## config.mk

```make
export PLATFORM = sky130hd
export DESIGN_NAME = radix2_butterfly_pipe_flat
export DESIGN_NICKNAME = d
export VERILOG_FILES = /design/src/rtl/radix2_butterfly_pipe_if.sv /design/src/rtl/radix2_butterfly_pipe.sv /design/src/flat_wrapper.sv
export SDC_FILE = /design/constraint.sdc
export NUM_CORES = 2
export LEC_CHECK = 0
export CORE_ASPECT_RATIO = 0.8
export CORE_MARGIN = 8
export CORE_UTILIZATION = 60
export DETAILED_ROUTE_END_ITERATION = 10
export PLACE_DENSITY_LB_ADDON = 0.12
export SYNTH_ARGS = -nofsm -noshare
export SYNTH_HDL_FRONTEND = slang
export SYNTH_SLANG_ARGS = --single-unit
```

## constraint.sdc

```tcl
create_clock -name clk -period 15.7 [get_ports clk]
set_input_delay 3.925 -clock clk [delete_from_list [all_inputs] [get_ports clk]]
set_output_delay 3.925 -clock clk [all_outputs]
set_load 0.02 [all_outputs]
```

## src/rtl/radix2_butterfly_pipe_if.sv

```systemverilog
// Streaming port bundle for the radix-2 butterfly: operand/twiddle input side and result output side.
// A transfer happens on a rising clk edge where valid and ready are both high; once valid is
// raised the sender holds payload and valid stable until that edge, and ready may depend on valid.
interface radix2_butterfly_pipe_if #(
  parameter int DW = 16,
  parameter int TW = 16
);
  logic signed [DW-1:0] x1_r;
  logic signed [DW-1:0] x1_i;
  logic signed [DW-1:0] x2_r;
  logic signed [DW-1:0] x2_i;
  logic signed [TW-1:0] w_r;
  logic signed [TW-1:0] w_i;
  logic                 dif_mode;
  logic                 scale;
  logic                 in_valid;
  logic                 in_ready;
  logic signed [DW-1:0] y1_r;
  logic signed [DW-1:0] y1_i;
  logic signed [DW-1:0] y2_r;
  logic signed [DW-1:0] y2_i;
  logic                 out_valid;
  logic                 out_ready;
  logic                 sat_flag;

  modport master (
    output x1_r, x1_i, x2_r, x2_i, w_r, w_i, dif_mode, scale, in_valid, out_ready,
    input  in_ready, y1_r, y1_i, y2_r, y2_i, out_valid, sat_flag
  );

  modport slave (
    input  x1_r, x1_i, x2_r, x2_i, w_r, w_i, dif_mode, scale, in_valid, out_ready,
    output in_ready, y1_r, y1_i, y2_r, y2_i, out_valid, sat_flag
  );
endinterface

```

## src/rtl/radix2_butterfly_pipe.sv

```systemverilog
// Three-stage radix-2 butterfly (DIF or DIT per sample) with optional divide-by-2, round half up
// and output saturation. One global enable stalls the whole pipeline under output backpressure.
module radix2_butterfly_pipe #(
  parameter int DW = 16,
  parameter int TW = 16
) (
  input  logic                   clk,
  input  logic                   rst,
  radix2_butterfly_pipe_if.slave bus
);
  localparam int PW = DW + TW;
  localparam int CW = DW + TW + 2;
  localparam logic signed [CW-1:0] ONE    = {{(CW-1){1'b0}}, 1'b1};
  localparam logic signed [CW-1:0] DW_MAX = {{(CW-DW+1){1'b0}}, {(DW-1){1'b1}}};
  localparam logic signed [CW-1:0] DW_MIN = {{(CW-DW+1){1'b1}}, {(DW-1){1'b0}}};
  localparam logic signed [CW-1:0] T_MAX  = {{(CW-DW){1'b0}}, {DW{1'b1}}};
  localparam logic signed [CW-1:0] T_MIN  = {{(CW-DW){1'b1}}, {DW{1'b0}}};

  // Returns {overflow, clamped DW-bit value}.
  function automatic logic [DW:0] sat_dw(input logic signed [CW-1:0] v);
    if (v > DW_MAX)      sat_dw = {1'b1, DW_MAX[DW-1:0]};
    else if (v < DW_MIN) sat_dw = {1'b1, DW_MIN[DW-1:0]};
    else                 sat_dw = {1'b0, v[DW-1:0]};
  endfunction

  function automatic logic signed [CW-1:0] sat_t(input logic signed [CW-1:0] v);
    if (v > T_MAX)      sat_t = T_MAX;
    else if (v < T_MIN) sat_t = T_MIN;
    else                sat_t = v;
  endfunction

  logic ce;
  assign ce          = !bus.out_valid || bus.out_ready;
  assign bus.in_ready = ce;

  // S1: multiplier operand a (x1-x2 for DIF, x2 for DIT) and pass-through p (x1+x2 for DIF, x1 for DIT)
  logic                 v1_q, dif1_q, sc1_q;
  logic signed [DW:0]   a1_q [2];
  logic signed [DW:0]   p1_q [2];
  logic signed [TW-1:0] w1_q [2];
  logic signed [DW:0]   a1_d [2];
  logic signed [DW:0]   p1_d [2];

  always_comb begin
    if (bus.dif_mode) begin
      a1_d[0] = (DW+1)'(bus.x1_r) - (DW+1)'(bus.x2_r);
      a1_d[1] = (DW+1)'(bus.x1_i) - (DW+1)'(bus.x2_i);
      p1_d[0] = (DW+1)'(bus.x1_r) + (DW+1)'(bus.x2_r);
      p1_d[1] = (DW+1)'(bus.x1_i) + (DW+1)'(bus.x2_i);
    end else begin
      a1_d[0] = (DW+1)'(bus.x2_r);
      a1_d[1] = (DW+1)'(bus.x2_i);
      p1_d[0] = (DW+1)'(bus.x1_r);
      p1_d[1] = (DW+1)'(bus.x1_i);
    end
  end

  always_ff @(posedge clk) begin
    if (rst) begin
      v1_q   <= 1'b0;
      dif1_q <= 1'b0;
      sc1_q  <= 1'b0;
      a1_q   <= '{default: '0};
      p1_q   <= '{default: '0};
      w1_q   <= '{default: '0};
    end else if (ce) begin
      v1_q    <= bus.in_valid;
      dif1_q  <= bus.dif_mode;
      sc1_q   <= bus.scale;
      a1_q    <= a1_d;
      p1_q    <= p1_d;
      w1_q[0] <= bus.w_r;
      w1_q[1] <= bus.w_i;
    end
  end

  // S2: four partial products, each provably within PW bits
  logic                 v2_q, dif2_q, sc2_q;
  logic signed [DW:0]   p2_q [2];
  logic signed [PW-1:0] rr_q, ii_q, ri_q, ir_q;

  always_ff @(posedge clk) begin
    if (rst) begin
      v2_q   <= 1'b0;
      dif2_q <= 1'b0;
      sc2_q  <= 1'b0;
      p2_q   <= '{default: '0};
      rr_q   <= '0;
      ii_q   <= '0;
      ri_q   <= '0;
      ir_q   <= '0;
    end else if (ce) begin
      v2_q   <= v1_q;
      dif2_q <= dif1_q;
      sc2_q  <= sc1_q;
      p2_q   <= p1_q;
      rr_q   <= PW'(a1_q[0]) * PW'(w1_q[0]);
      ii_q   <= PW'(a1_q[1]) * PW'(w1_q[1]);
      ri_q   <= PW'(a1_q[0]) * PW'(w1_q[1]);
      ir_q   <= PW'(a1_q[1]) * PW'(w1_q[0]);
    end
  end

  // S3: DIF folds the scale into the product shift; DIT rounds t at unit gain, then scales the sums
  logic [7:0]           sh;
  logic signed [CW-1:0] rc;
  logic signed [CW-1:0] cplx  [2];
  logic signed [CW-1:0] rnd   [2];
  logic signed [CW-1:0] t     [2];
  logic signed [CW-1:0] pe    [2];
  logic signed [CW-1:0] y1_l  [2];
  logic signed [CW-1:0] y2_l  [2];
  logic signed [CW-1:0] y1_p  [2];
  logic signed [CW-1:0] y2_p  [2];
  logic [DW:0]          y1_s  [2];
  logic [DW:0]          y2_s  [2];
  logic                 sat_d;

  always_comb begin
    sh      = (dif2_q && sc2_q) ? 8'(TW) : 8'(TW - 1);
    rc      = ONE <<< (sh - 8'd1);
    cplx[0] = CW'(rr_q) - CW'(ii_q);
    cplx[1] = CW'(ri_q) + CW'(ir_q);
    for (int k = 0; k < 2; k++) begin
      rnd[k]  = (cplx[k] + rc) >>> sh;
      t[k]    = sat_t(rnd[k]);
      pe[k]   = CW'(p2_q[k]);
      y1_l[k] = dif2_q ? pe[k] : pe[k] + t[k];
      y2_l[k] = pe[k] - t[k];
      y1_p[k] = sc2_q ? (y1_l[k] + ONE) >>> 1 : y1_l[k];
      y2_p[k] = dif2_q ? rnd[k] : (sc2_q ? (y2_l[k] + ONE) >>> 1 : y2_l[k]);
      y1_s[k] = sat_dw(y1_p[k]);
      y2_s[k] = sat_dw(y2_p[k]);
    end
    sat_d = y1_s[0][DW] | y1_s[1][DW] | y2_s[0][DW] | y2_s[1][DW];
  end

  logic                 ov_q, sat_q;
  logic signed [DW-1:0] y1_q [2];
  logic signed [DW-1:0] y2_q [2];

  always_ff @(posedge clk) begin
    if (rst) begin
      ov_q  <= 1'b0;
      sat_q <= 1'b0;
      y1_q  <= '{default: '0};
      y2_q  <= '{default: '0};
    end else if (ce) begin
      ov_q <= v2_q;
      if (v2_q) begin
        sat_q   <= sat_d;
        y1_q[0] <= y1_s[0][DW-1:0];
        y1_q[1] <= y1_s[1][DW-1:0];
        y2_q[0] <= y2_s[0][DW-1:0];
        y2_q[1] <= y2_s[1][DW-1:0];
      end
    end
  end

  assign bus.out_valid = ov_q;
  assign bus.sat_flag  = sat_q;
  assign bus.y1_r      = y1_q[0];
  assign bus.y1_i      = y1_q[1];
  assign bus.y2_r      = y2_q[0];
  assign bus.y2_i      = y2_q[1];
endmodule

```

## src/flat_wrapper.sv

```systemverilog
// flat-port wrapper written by rule: the top's interface ports become plain ports
module radix2_butterfly_pipe_flat 
#(
  parameter int DW = 16,
  parameter int TW = 16
)
  (clk, rst, bus_x1_r, bus_x1_i, bus_x2_r, bus_x2_i, bus_w_r, bus_w_i, bus_dif_mode, bus_scale, bus_in_valid, bus_out_ready, bus_in_ready, bus_y1_r, bus_y1_i, bus_y2_r, bus_y2_i, bus_out_valid, bus_sat_flag);
  radix2_butterfly_pipe_if #(.DW(DW), .TW(TW)) bus_i ();
  input  logic clk;
  input  logic rst;
  input wire logic [$bits(bus_i.x1_r)-1:0] bus_x1_r;
  input wire logic [$bits(bus_i.x1_i)-1:0] bus_x1_i;
  input wire logic [$bits(bus_i.x2_r)-1:0] bus_x2_r;
  input wire logic [$bits(bus_i.x2_i)-1:0] bus_x2_i;
  input wire logic [$bits(bus_i.w_r)-1:0] bus_w_r;
  input wire logic [$bits(bus_i.w_i)-1:0] bus_w_i;
  input wire logic [$bits(bus_i.dif_mode)-1:0] bus_dif_mode;
  input wire logic [$bits(bus_i.scale)-1:0] bus_scale;
  input wire logic [$bits(bus_i.in_valid)-1:0] bus_in_valid;
  input wire logic [$bits(bus_i.out_ready)-1:0] bus_out_ready;
  output wire logic [$bits(bus_i.in_ready)-1:0] bus_in_ready;
  output wire logic [$bits(bus_i.y1_r)-1:0] bus_y1_r;
  output wire logic [$bits(bus_i.y1_i)-1:0] bus_y1_i;
  output wire logic [$bits(bus_i.y2_r)-1:0] bus_y2_r;
  output wire logic [$bits(bus_i.y2_i)-1:0] bus_y2_i;
  output wire logic [$bits(bus_i.out_valid)-1:0] bus_out_valid;
  output wire logic [$bits(bus_i.sat_flag)-1:0] bus_sat_flag;
  assign bus_i.x1_r = bus_x1_r;
  assign bus_i.x1_i = bus_x1_i;
  assign bus_i.x2_r = bus_x2_r;
  assign bus_i.x2_i = bus_x2_i;
  assign bus_i.w_r = bus_w_r;
  assign bus_i.w_i = bus_w_i;
  assign bus_i.dif_mode = bus_dif_mode;
  assign bus_i.scale = bus_scale;
  assign bus_i.in_valid = bus_in_valid;
  assign bus_i.out_ready = bus_out_ready;
  assign bus_in_ready = bus_i.in_ready;
  assign bus_y1_r = bus_i.y1_r;
  assign bus_y1_i = bus_i.y1_i;
  assign bus_y2_r = bus_i.y2_r;
  assign bus_y2_i = bus_i.y2_i;
  assign bus_out_valid = bus_i.out_valid;
  assign bus_sat_flag = bus_i.sat_flag;
  radix2_butterfly_pipe #(.DW(DW), .TW(TW)) u_core (.clk(clk), .rst(rst), .bus(bus_i));
endmodule
```

==> metrics.csv <==
stage,metric,value,unit
global_routing,first-pass GRT wire length,365,mm
critical_path,CP most frequent cell,ha_1,
cts,CTS tree,built,
placed_design,number of port buffers,168,
critical_path,"Data required, critical path",16.18,ns
routing,met3 WL,26.8,mm
routing,drt drc,0,
routing,final WL,229,mm
synth,Post-Syn Instances,9082,
floorplanning,core footprint,0.120,mm²
critical_path,Worst EP arrival,12.65,ns
timing,total negative slack,0,ns
timing,clk_skew,0.0407,ns
timing,final hold violation count,0,
finish,share of cells above drive strength 1,3.51,%
floorplanning,Core Rows,114,
synth,"FF+latch count, synth",334,
timing,worst slew pin tran,1.24,ns
global_routing,number of global-route vias before repair,64100,
finish,"commonest cells after routing, fill and taps aside","inv_1, nand2_1, fa_1",
finish,area grow syn2layout,5.64,%
finish,fillers,10600,
global_routing,largest net degree at the start of global routing,144,
global_routing,initial antenna violation count,19,
routing,WL met1,100,mm
timing,Max Clk Rate,0.0821,GHz
timing,max-slew violations,0,
synth,post-synth cell types,124,
cts,Post-CTS Setup Bufs,0,
synth,"Avg Cell Area, Syn",7.95,µm²
floorplanning,Initial Util,60.1,%
cts,Clock Root Buffer,clkbuf_16,
cts,clock sink total,334,
cts,total CTS buffers,43,
timing,min cycle time layout,12.17,ns
run,max cap viols,0,
floorplanning,die width,404,µm
critical_path,WS Path Type,reg -> reg,
routing,Top Layer Used,met5,
routing,vias after detailed routing,64300,
synth,Synth Flop Type,dfxtp_1,
timing,final setup fails,0,
min_path,Hold Crit Class,reg -> reg,
cts,worst skew pair latency,0.65,ns
finish,"commonest non-fill, non-tap cell in the layout",inv_1,
finish,nets,10600,
floorplanning,full die area,0.132,mm²
synth,register area share after synthesis,9.26,%
cts,post-CTS sizing,0,
critical_path,crit path max-delay cell type,nor4_1,
synth,syn nets,10800,
routing,wire length on met2,94.3,mm
finish,area of the multi-input gates,0.0583,mm²
routing,post-detailed-route wirelength per cell,21.7,µm
global_routing,GRT Resource Usage Total,34.6,%
timing,slew margin rel.,17.0,%
finish,Reg area,0.00670,mm²
critical_path,startpoint types,flop,
routing,drt pass-1 iters,7,
placed_design,GPL Wtd Cong,0.998,
cts,clk slew on worst S/H paths,0.07,ns
routing,Iteration-0 DRC Markers,7156,
synth,Async SR Flop Fraction,0,%
timing,RSZ-0062 raised after global routing,no,
synth,synthesized cell area,0.0722,mm²
critical_path,CP max FO,23,
floorplanning,Die Height,326,µm
global_routing,GRT overflow,0,
synth,Syn. warnings,0,
synth,Post-synth EDFFs,0,
timing,final worst path period share,77.5,%
critical_path,crit end category,flop,
cts,hold_buf cts,0,
outcome,status,"complete, no violations",
cts,maximum root-to-sink buffer count,3,
floorplanning,# IOs,169,
routing,Routed Antenna Nets,0,
cts,htree depth,2,
placed_design,hpwl dp,174,mm
routing,Vias/cell,6.10,
critical_path,peak per-stage delay on the critical path,0.97,ns
stage by stage:
stage / instances / hold WS (ns) / utilization (%) / worst slack, ns / cell area (µm²)
final: 10600 / 0.441 / 63.5 / 3.53 / 76300
after global routing: 10500 / 0.462 / 63.5 / 2.62 / 76300
after CTS: 10500 / 0.440 / 63.5 / 3.87 / 76300
after detailed placement: 10500 / 0.444 / 62.2 / 3.95 / 74700
after global placement: 10500 / 0.436 / 62.2 / 4.38 / 74700
after floorplan: 9082 / 0.425 / - / 5.65 / 72200
registers in the layout (all words and copies together), names as in the netlist, 16 cells and up:
name / count
u_core.a1_q: 34
u_core.p1_q: 34
u_core.p2_q: 34
u_core.ii_q: 32
u_core.ir_q: 32
u_core.ri_q: 32
u_core.rr_q: 32
u_core.w1_q: 32
u_core.bus.y1_i: 16
u_core.bus.y1_r: 16
u_core.bus.y2_i: 16
u_core.bus.y2_r: 16
cell families (layout without fill, tap and decap cells):
kind of cell	Yosys count	count (layout)	share of synthesized area [%]
AOI/OAI and AO/OA	1810	1810	16.2
and+or+nand+nor	3016	3016	20.1
buffers and inverters	1914	1752	10.0
other	0	11	0
DFF	334	334	9.26
xor gates and xnor gates	286	286	3.52
muxes	68	68	0.982
adders and majority gates	1654	1654	40.0
Yosys cell counts, types with 13 or more instances:
library cell  number  area [µm²]
a31o_2            16         140
and3_1            58         363
a21o_1            86         646
o21bai_1          43         323
o2111ai_1         13         114
clkbuf_1         447        1680
a21boi_0          20         150
nand3b_1          16         120
and2_1           483        3020
a311oi_1          29         254
dfxtp_1          334        6690
or3_1             60         375
o211a_1           18         180
o21ai_1           15        75.1
o21a_1            40         300
nor2_1           476        1790
a211oi_1         118         886
inv_1           1410        5290
o311ai_0          15         131
a211o_1           33         289
mux2_2            13         146
nor3b_1           20         150
xor2_1            68         596
a31oi_1           60         375
mux2i_1           54         541
buf_2             26         130
a21oi_1          644        3220
xnor2_1          214        1870
or2_2             39         244
ha_1             564        7060
or4_1             19         143
fa_1            1090       21800
o21ai_0          338        1690
o31ai_1           35         263
nand2b_1          89         557
and4_1            15         131
nor3_1           155         776
buf_1             22        82.6
nor4_1            45         282
nand4_1           43         269
nand2_1         1258        4720
nor2b_1           46         288
nand3_1          134         671
o211ai_1          81         608
routing by layer:
metal	vias to the layer above	GRT usage, %
met5	-	0
met4	14	10.0
met3	415	9.58
met2	3136	50.3
met1	31600	50.4
li1	29200	-
layout make-up:
class	instances	area share, %
multi-input combinational	6834	76.4
sequential	334	8.79
inverter	1412	6.96
timing repair buffer	260	3.13
tap	1624	2.66
clock buffer	57	1.64
clock inverter	23	0.371
antenna	11	0.0361
path summary, 6_finish.rpt:
check / slack (ns) / cells after the start / start / to
worst max-delay path: 3.53 / 31 / u_core.ir_q[10] / u_core.bus.sat_flag
worst min-delay path: 0.44 / 2 / u_core.sc1_q / u_core.sc2_q
worst max register to register: 3.53 / 31 / u_core.ir_q[10] / u_core.bus.sat_flag
worst min register to register: 0.44 / 2 / u_core.sc1_q / u_core.sc2_q
worst max-delay path: cells and delay by family (launching register included):
family                     cells  cell delay, ns
xor gates and xnor gates       2            0.56
adders and majority gates      3            1.84
and+or+nand+nor               14            5.46
DFF                            1            0.31
AOI/OAI and AO/OA             12            3.81
Power is left out: the tool's default activity adds up to more than one toggle a clock period on the data nets, which glitch-free logic cannot reach.
